**config.mk**
```make
export PLATFORM = sky130hd
export DESIGN_NAME = wb_burst_read_flat
export DESIGN_NICKNAME = d
export VERILOG_FILES = /design/src/rtl/wb_burst_read_pkg.sv /design/src/rtl/wb_burst_read_if.sv /design/src/rtl/wb_fifo.sv /design/src/rtl/wb_burst_read.sv /design/src/flat_wrapper.sv
export SDC_FILE = /design/constraint.sdc
export NUM_CORES = 1
export LEC_CHECK = 0
export BUFFER_PORTS_ARGS = -buffer_cell sky130_fd_sc_hd__buf_2
export CAP_MARGIN = 5
export CORE_ASPECT_RATIO = 0.8
export CORE_MARGIN = 4
export CORE_UTILIZATION = 39
export DETAILED_ROUTE_END_ITERATION = 8
export GPL_ROUTABILITY_DRIVEN = 0
export GPL_TIMING_DRIVEN = 0
export PLACE_DENSITY_LB_ADDON = 0.1
export SETUP_SLACK_MARGIN = 0.15
export SYNTH_ARGS = -nofsm -noshare
export SYNTH_HDL_FRONTEND = slang
export SYNTH_SLANG_ARGS = --single-unit
```
**constraint.sdc**
```tcl
create_clock -name clk_i -period 6.75 [get_ports clk_i]
set_clock_uncertainty 0.15 [all_clocks]
set_input_delay 1.35 -clock clk_i [delete_from_list [all_inputs] [get_ports clk_i]]
set_output_delay 1.35 -clock clk_i [all_outputs]
set_load 0.02 [all_outputs]
```
**src/rtl/wb_burst_read_pkg.sv**
```systemverilog
// Shared definitions for the Wishbone burst read master: FSM encoding and default sizes.
package wb_burst_read_pkg;

    localparam int DEF_WIDTH = 8;
    localparam int DEF_ABITS = 12;
    localparam int DEF_CBITS = 8;
    localparam int DEF_DEPTH = 4;
    localparam int DEF_DELAY = 3;

    typedef enum logic [1:0] {
        ST_IDLE  = 2'd0,
        ST_ISSUE = 2'd1,
        ST_DRAIN = 2'd2
    } state_e;

    // True when n is a nonzero power of two (FIFO pointers rely on natural wrap).
    function automatic bit is_pow2(input int n);
        return (n > 0) && ((n & (n - 1)) == 0);
    endfunction

endpackage

```
**src/rtl/wb_burst_read_if.sv**
```systemverilog
// Wishbone B4 pipelined read bus between the burst master and a slave.
interface wb_burst_read_if
    import wb_burst_read_pkg::*;
#(
    parameter int ABITS = DEF_ABITS,
    parameter int WIDTH = DEF_WIDTH
);

    logic             cyc_o;
    logic             stb_o;
    logic             we_o;
    logic [ABITS-1:0] adr_o;
    logic             ack_i;
    logic             wat_i;
    logic             rty_i;
    logic             err_i;
    logic [WIDTH-1:0] dat_i;

    modport master (
        output cyc_o, stb_o, we_o, adr_o,
        input  ack_i, wat_i, rty_i, err_i, dat_i
    );

    modport slave (
        input  cyc_o, stb_o, we_o, adr_o,
        output ack_i, wat_i, rty_i, err_i, dat_i
    );

endinterface

```
**src/rtl/wb_fifo.sv**
```systemverilog
// Small power-of-two FIFO with show-ahead head; push and pop may coincide when full or empty.
module wb_fifo #(
    parameter int WIDTH = 9,
    parameter int DEPTH = 4
) (
    input  logic                     clk_i,
    input  logic                     rst_ni,
    input  logic                     push_i,
    input  logic [WIDTH-1:0]         din_i,
    input  logic                     pop_i,
    output logic [WIDTH-1:0]         dout_o,
    output logic                     valid_o,
    output logic [$clog2(DEPTH):0]   level_o
);

    localparam int AW = $clog2(DEPTH);
    localparam int LW = AW + 1;

    logic [WIDTH-1:0] mem [DEPTH];
    logic [AW-1:0]    wptr;
    logic [AW-1:0]    rptr;
    logic             full;
    logic             pop_ok;
    logic             push_ok;

    assign valid_o = (level_o != '0);
    assign full    = (level_o == LW'(DEPTH));
    assign pop_ok  = pop_i & valid_o;
    // A full FIFO can still take a word when the head leaves in the same cycle.
    assign push_ok = push_i & (~full | pop_ok);
    assign dout_o  = mem[rptr];

    // Storage is never reset: only occupied entries are ever presented.
    always_ff @(posedge clk_i) begin
        if (push_ok) begin
            mem[wptr] <= din_i;
        end
    end

    // Pointers and occupancy; reset empties the FIFO.
    always_ff @(posedge clk_i or negedge rst_ni) begin
        if (!rst_ni) begin
            wptr    <= '0;
            rptr    <= '0;
            level_o <= '0;
        end else begin
            if (push_ok) begin
                wptr <= wptr + AW'(1);
            end
            if (pop_ok) begin
                rptr <= rptr + AW'(1);
            end
            level_o <= level_o + LW'(push_ok) - LW'(pop_ok);
        end
    end

endmodule

```
**src/rtl/wb_burst_read.sv**
```systemverilog
// Wishbone B4 pipelined burst read master feeding a valid/ready output stream.
module wb_burst_read
    import wb_burst_read_pkg::*;
#(
    parameter int WIDTH = DEF_WIDTH,
    parameter int ABITS = DEF_ABITS,
    parameter int CBITS = DEF_CBITS,
    parameter int DEPTH = DEF_DEPTH,
    parameter int DELAY = DEF_DELAY
) (
    input  logic               clk_i,
    input  logic               rst_ni,
    input  logic               start_i,
    input  logic [ABITS-1:0]   base_i,
    input  logic [CBITS-1:0]   count_i,
    output logic               busy_o,
    output logic               done_o,
    output logic               fail_o,
    wb_burst_read_if.master    wb,
    output logic               valid_o,
    input  logic               ready_i,
    output logic [WIDTH-1:0]   data_o,
    output logic               last_o
);

    localparam int CW = CBITS + 1;
    localparam int LW = $clog2(DEPTH) + 1;

    typedef logic [CW-1:0] cnt_t;

    if (!is_pow2(DEPTH) || DELAY < 0) begin : g_param_check
        $error("wb_burst_read: DEPTH must be a power of two and DELAY non-negative");
    end

    state_e         state_q;
    state_e         state_d;
    cnt_t           cnt_q;
    cnt_t           issued_q;
    cnt_t           pending_q;
    cnt_t           rcvd_q;
    cnt_t           issued_n;
    cnt_t           pending_n;
    cnt_t           fcount_n;
    logic           accept;
    logic           abort;
    logic           ack_ok;
    logic           push;
    logic           pop;
    logic           last_push;
    logic           room_run;
    logic           room_idle;
    logic           cyc_d;
    logic           stb_d;
    logic           busy_d;
    logic           done_d;
    logic           fail_d;
    logic [WIDTH:0] head;
    logic [LW-1:0]  fifo_level;

    assign wb.we_o = 1'b0;

    // Bus events this cycle. Acks with nothing outstanding are ignored.
    assign accept    = wb.stb_o & ~wb.wat_i;
    assign abort     = wb.cyc_o & (wb.err_i | wb.rty_i);
    assign ack_ok    = wb.cyc_o & wb.ack_i & (pending_q != '0);
    assign push      = ack_ok & ~abort;
    assign pop       = valid_o & ready_i;
    assign last_push = push & (rcvd_q == cnt_q - cnt_t'(1));

    // Look-ahead counts so the registered strobe reflects next-cycle occupancy.
    assign issued_n  = issued_q + cnt_t'(accept);
    assign pending_n = pending_q + cnt_t'(accept) - cnt_t'(ack_ok);
    assign fcount_n  = cnt_t'(fifo_level) + cnt_t'(push) - cnt_t'(pop);
    assign room_run  = (pending_n + fcount_n) < cnt_t'(DEPTH);
    assign room_idle = fcount_n < cnt_t'(DEPTH);

    // FSM state register.
    always_ff @(posedge clk_i or negedge rst_ni) begin
        if (!rst_ni) begin
            state_q <= ST_IDLE;
        end else begin
            state_q <= state_d;
        end
    end

    // FSM next-state logic.
    always_comb begin
        state_d = state_q;
        unique case (state_q)
            ST_IDLE: begin
                if (start_i && count_i != '0) begin
                    state_d = ST_ISSUE;
                end
            end
            ST_ISSUE: begin
                if (abort) begin
                    state_d = ST_IDLE;
                end else if (accept && issued_n == cnt_q) begin
                    state_d = ST_DRAIN;
                end
            end
            ST_DRAIN: begin
                if (abort || pending_n == '0) begin
                    state_d = ST_IDLE;
                end
            end
            default: state_d = ST_IDLE;
        endcase
    end

    // FSM output logic: next values of the registered bus and status outputs.
    always_comb begin
        cyc_d  = 1'b0;
        stb_d  = 1'b0;
        busy_d = 1'b0;
        done_d = 1'b0;
        fail_d = 1'b0;
        unique case (state_q)
            ST_IDLE: begin
                if (start_i) begin
                    if (count_i != '0) begin
                        cyc_d  = 1'b1;
                        busy_d = 1'b1;
                        stb_d  = room_idle;
                    end else begin
                        done_d = 1'b1;
                    end
                end
            end
            ST_ISSUE, ST_DRAIN: begin
                if (abort) begin
                    done_d = 1'b1;
                    fail_d = 1'b1;
                end else if (state_d == ST_IDLE) begin
                    done_d = 1'b1;
                end else begin
                    cyc_d  = 1'b1;
                    busy_d = 1'b1;
                    stb_d  = (state_d == ST_ISSUE) && (issued_n < cnt_q) && room_run;
                end
            end
            default: ;
        endcase
    end

    // Registered bus control and status outputs.
    always_ff @(posedge clk_i or negedge rst_ni) begin
        if (!rst_ni) begin
            wb.cyc_o <= 1'b0;
            wb.stb_o <= 1'b0;
            busy_o   <= 1'b0;
            done_o   <= 1'b0;
            fail_o   <= 1'b0;
        end else begin
            wb.cyc_o <= cyc_d;
            wb.stb_o <= stb_d;
            busy_o   <= busy_d;
            done_o   <= done_d;
            fail_o   <= fail_d;
        end
    end

    // Address and burst counters; a new burst reloads them from the start request.
    always_ff @(posedge clk_i or negedge rst_ni) begin
        if (!rst_ni) begin
            wb.adr_o  <= '0;
            cnt_q     <= '0;
            issued_q  <= '0;
            pending_q <= '0;
            rcvd_q    <= '0;
        end else if (state_q == ST_IDLE) begin
            if (start_i && count_i != '0) begin
                wb.adr_o  <= base_i;
                cnt_q     <= {1'b0, count_i};
                issued_q  <= '0;
                pending_q <= '0;
                rcvd_q    <= '0;
            end
        end else begin
            if (accept) begin
                wb.adr_o <= wb.adr_o + ABITS'(1);
            end
            issued_q  <= issued_n;
            pending_q <= pending_n;
            if (push) begin
                rcvd_q <= rcvd_q + cnt_t'(1);
            end
        end
    end

    wb_fifo #(
        .WIDTH (WIDTH + 1),
        .DEPTH (DEPTH)
    ) u_fifo (
        .clk_i   (clk_i),
        .rst_ni  (rst_ni),
        .push_i  (push),
        .din_i   ({last_push, wb.dat_i}),
        .pop_i   (pop),
        .dout_o  (head),
        .valid_o (valid_o),
        .level_o (fifo_level)
    );

    assign data_o = head[WIDTH-1:0];
    assign last_o = valid_o & head[WIDTH];

endmodule

```
**src/flat_wrapper.sv**
```systemverilog
// flat-port wrapper written by rule: the top's interface ports become plain ports
module wb_burst_read_flat import wb_burst_read_pkg::*;
#(
    parameter int WIDTH = DEF_WIDTH,
    parameter int ABITS = DEF_ABITS,
    parameter int CBITS = DEF_CBITS,
    parameter int DEPTH = DEF_DEPTH,
    parameter int DELAY = DEF_DELAY
)
  (clk_i, rst_ni, start_i, base_i, count_i, busy_o, done_o, fail_o, valid_o, ready_i, data_o, last_o, wb_cyc_o, wb_stb_o, wb_we_o, wb_adr_o, wb_ack_i, wb_wat_i, wb_rty_i, wb_err_i, wb_dat_i);
  wb_burst_read_if #(.ABITS(ABITS), .WIDTH(WIDTH)) wb_i ();
  input  logic clk_i;
  input  logic rst_ni;
  input  logic start_i;
  input  logic [ABITS-1:0] base_i;
  input  logic [CBITS-1:0] count_i;
  output logic busy_o;
  output logic done_o;
  output logic fail_o;
  output logic valid_o;
  input  logic ready_i;
  output logic [WIDTH-1:0] data_o;
  output logic last_o;
  output wire logic [$bits(wb_i.cyc_o)-1:0] wb_cyc_o;
  output wire logic [$bits(wb_i.stb_o)-1:0] wb_stb_o;
  output wire logic [$bits(wb_i.we_o)-1:0] wb_we_o;
  output wire logic [$bits(wb_i.adr_o)-1:0] wb_adr_o;
  input wire logic [$bits(wb_i.ack_i)-1:0] wb_ack_i;
  input wire logic [$bits(wb_i.wat_i)-1:0] wb_wat_i;
  input wire logic [$bits(wb_i.rty_i)-1:0] wb_rty_i;
  input wire logic [$bits(wb_i.err_i)-1:0] wb_err_i;
  input wire logic [$bits(wb_i.dat_i)-1:0] wb_dat_i;
  assign wb_cyc_o = wb_i.cyc_o;
  assign wb_stb_o = wb_i.stb_o;
  assign wb_we_o = wb_i.we_o;
  assign wb_adr_o = wb_i.adr_o;
  assign wb_i.ack_i = wb_ack_i;
  assign wb_i.wat_i = wb_wat_i;
  assign wb_i.rty_i = wb_rty_i;
  assign wb_i.err_i = wb_err_i;
  assign wb_i.dat_i = wb_dat_i;
  wb_burst_read #(.WIDTH(WIDTH), .ABITS(ABITS), .CBITS(CBITS), .DEPTH(DEPTH), .DELAY(DELAY)) u_core (.clk_i(clk_i), .rst_ni(rst_ni), .start_i(start_i), .base_i(base_i), .count_i(count_i), .busy_o(busy_o), .done_o(done_o), .fail_o(fail_o), .wb(wb_i), .valid_o(valid_o), .ready_i(ready_i), .data_o(data_o), .last_o(last_o));
endmodule
```
==> impl_metrics.csv <==
group,metric,value,unit
status,status,"complete, no violations",
routing,wire_per_inst,16.2,um
cts,cts_sinks,96,
finish,layout_commonest_cell,"buf_2",
grt,grt_max_degree,61,
cts,worstSkewPairLatency,350,ps
placement,dp_cells,803,
routing,vias,4356,
worst_setup_path,r2r-end,"u_core.wb.stb_o",
worst_setup_path,max_stage_delay,330,ps
finish,drive_above_1_share,0.161,
logic_synthesis,synth-edff-count,36,
timing,timing.final.crit_share,0.686,
worst_setup_path,cp.required,6890,ps
finish,final_cell_mix,"buf_2, dfrtp_1, o21ai_0",
floorplan,dieArea,16700,um^2
worst_setup_path,path_class,"in2reg",
logic_synthesis,ys_seq_area_frac,0.450,
floorplan,start_util,0.400,
floorplan,die_h,116,um
logic_synthesis,synth_area_per_cell,10.3,um^2
worst_setup_path,cp.arrival,4780,ps
worst_setup_path,endpoint,"u_core.wb.stb_o",
placement,dpl.hpwl,10000,um
cts,post_cts_buffers,0,
timing,finalMaxSlewViolations,0,
routing,drtAntennaViolNets,0,
cts,htree_levels,3,
worst_setup_path,r2r.worst_path.cells,20,
cts,cts_buffers,9,
logic_synthesis,synth_area,5740,um^2
cts,clkTransAtPathRegs,70,ps
cts,ctsHoldBuffers,0,
worst_setup_path,startpoint,"wb_ack_i",
timing,finalHoldViolCount,0,
cts,cts_tree,"done",
worst_setup_path,startpoint_type,"input pin",
routing,first_iter_violations,252,
worst_setup_path,r2r_start,"u_core.pending_q[7]",
floorplan,ioPinCount,64,
timing,whs,346,ps
logic_synthesis,synth_fp_nets,642,
logic_synthesis,synthDistinctLibCells,62,
timing,max_freq,216,MHz
finish,design_area,6580,um^2
grt,grt_pass1_wl,21600,um
routing,wl,13300,um
timing,period_needed,4630,ps
grt,grt.total_usage,0.165,
worst_setup_path,end_kind,"flop",
finish,final_cells,819,
grt,busiest_layer,"met2",
logic_synthesis,ys_seq_elements,96,
timing,final-setup-viol-count,0,
logic_synthesis,syn_inst,557,
logic_synthesis,synth-main-ff-cell,"dfrtp_1",
floorplan,die_x,144,um
grt,met3_usage,0.0393,
worst_setup_path,cp_max_fo,10,
timing,tightest_slew,823,ps
worst_setup_path,cp_common_cell,"ha_1",
cts,clock-root-buffer,"clkbuf_16",
placement,place_area,6280,um^2
grt,grtUsageMet1,0.240,
grt,overflow,0,
pwr,power_density,477,nW/um^2
timing,maxSlewHeadroom,0.446,
pwr,power_leakage,2.86,nW
worst_setup_path,slowest_stage,"ha_1",
logic_synthesis,synth-async-reset-ratio,0.625,
routing,drt_pass1_iterations,4,
finish,fin_util,0.459,
cts,cts_resized,0,
floorplan,core_area,14300,um^2
worst_setup_path,regToRegSetupSlack,2210,ps
placement,port_buffers,62,
timing,rsz0062_at_grt,"false",
routing,viasPerCell,5.32,
grt,grtUsageMet2,0.252,
worst_setup_path,path_cells,"buf_2 -> nand2_1 -> a31oi_1 -> nand2_1 -> clkinv_1 -> ha_1 -> ha_1 -> inv_1 -> ha_1 -> xnor2_1 -> ha_1 -> a21oi_1 -> a21boi_0 -> o31a_1 -> nor2_1 -> mux2i_1 -> mux2i_1 -> nor3_1 -> a21o_1",
run,maxCapViolCount,0,
logic_synthesis,yosysWarnings,0,
cts,clk_path_buf_depth,2,
grt,antenna_found_initial,0,
finish,fin_nets,715,
finish,nFillCells,1400,
routing,drc,0,
finish,area_growth,14.7,%
finish,diodes,0,
timing,setup_tns,0,ps
grt,grt_pass1_vias,4282,
hold_path,min-delay-start,"u_core.issued_q[0]",
floorplan,rows,39,
hold_path,hp-class,"reg2reg",
pwr,vdd_drop_max,0.175,mV
how the worst min path moves through the flow:
| stage | to | cells past startpoint |
|---|---|---|
| 2_1_floorplan | u_core.issued_q[0] | 2 |
| 3_3_place_gp | u_core.issued_q[0] | 2 |
| 3_5_place_dp | u_core.issued_q[0] | 2 |
| 4_1_cts | u_core.issued_q[0] | 2 |
| 5_1_grt | u_core.issued_q[0] | 2 |
| 6_report | u_core.issued_q[0] | 2 |
metrics by stage:
step                      worst slack (ps)  total power [mW]
final                                 2120              3.14
after global routing                  1770              3.43
after CTS                             2100              3.17
after detailed placement              1760              2.63
after global placement                1740              2.58
after floorplan                       2340              2.17
flip-flops by register name, summed over array words and instances (netlist names):
name and flops:
u_core.wb.stb_o 1, u_core.fail_o 1, u_core.pending_q 9, u_core.issued_q 9, u_core.state_q 2, u_core.u_fifo.level_o 3, u_core.u_fifo.wptr 2, u_core.wb.adr_o 12
u_core.busy_o 1, u_core.u_fifo.rptr 2, u_core.u_fifo.mem 36, u_core.cnt_q 8, u_core.done_o 1, u_core.rcvd_q 9
critical path, delay by kind of cell:
kind	cells	cell delay, ps
AOI/OAI and AO/OA	5	800
xor gates and xnor gates	1	230
adders and majority gates	4	1110
buffers and inverters	3	450
muxes	2	290
and+or+nand+nor	4	540
area by class of cell:
type / count / area, um^2 / share of cell area
clock inverter: 7 / 73.8 / 0.0112
clock buffer: 9 / 225 / 0.0342
tap: 184 / 230 / 0.0350
sequential: 96 / 2580 / 0.393
multi-input combinational: 396 / 2900 / 0.440
timing repair buffer: 62 / 313 / 0.0475
inverter: 45 / 169 / 0.0257
buffer: 20 / 90.1 / 0.0137
where the power goes:
group	internal (mW)	switching [mW]
Clock	0.265	0.252
Sequential	0.738	0.141
Combinational	0.708	1.04
synth_stat cells (all sizes together), types with 8 or more instances:
library cell,number,area share
ha,47,0.10
a22o,12,0.018
xnor2,23,0.035
and2,8,0.0087
nor2,30,0.020
clkbuf,16,0.010
and3,15,0.016
mux4,9,0.035
inv,44,0.029
o22ai,12,0.014
nor3,10,0.0096
nor4,8,0.011
edfxtp,36,0.19
a21oi,22,0.021
xor2,12,0.018
nand3,31,0.028
nand2,39,0.026
dfrtp,60,0.26
o21ai,50,0.044
kinds of logic after synthesis:
kind of cell    synth area share
simple gates               0.158
compound gates             0.137
flops                      0.450
buf+inv                   0.0451
fa+ha+maj                  0.109
xor+xnor                  0.0574
mux                       0.0425
other cells             0.000654
per-layer routing:
metal | part of all wire | up-vias
li1 | - | 2173
met1 | 0.50 | 2098
met2 | 0.45 | 77
met3 | 0.043 | 8
met4 | 0.0065 | 0
met5 | 0 | -
Note: power is estimated with default switching activity, not from simulation.
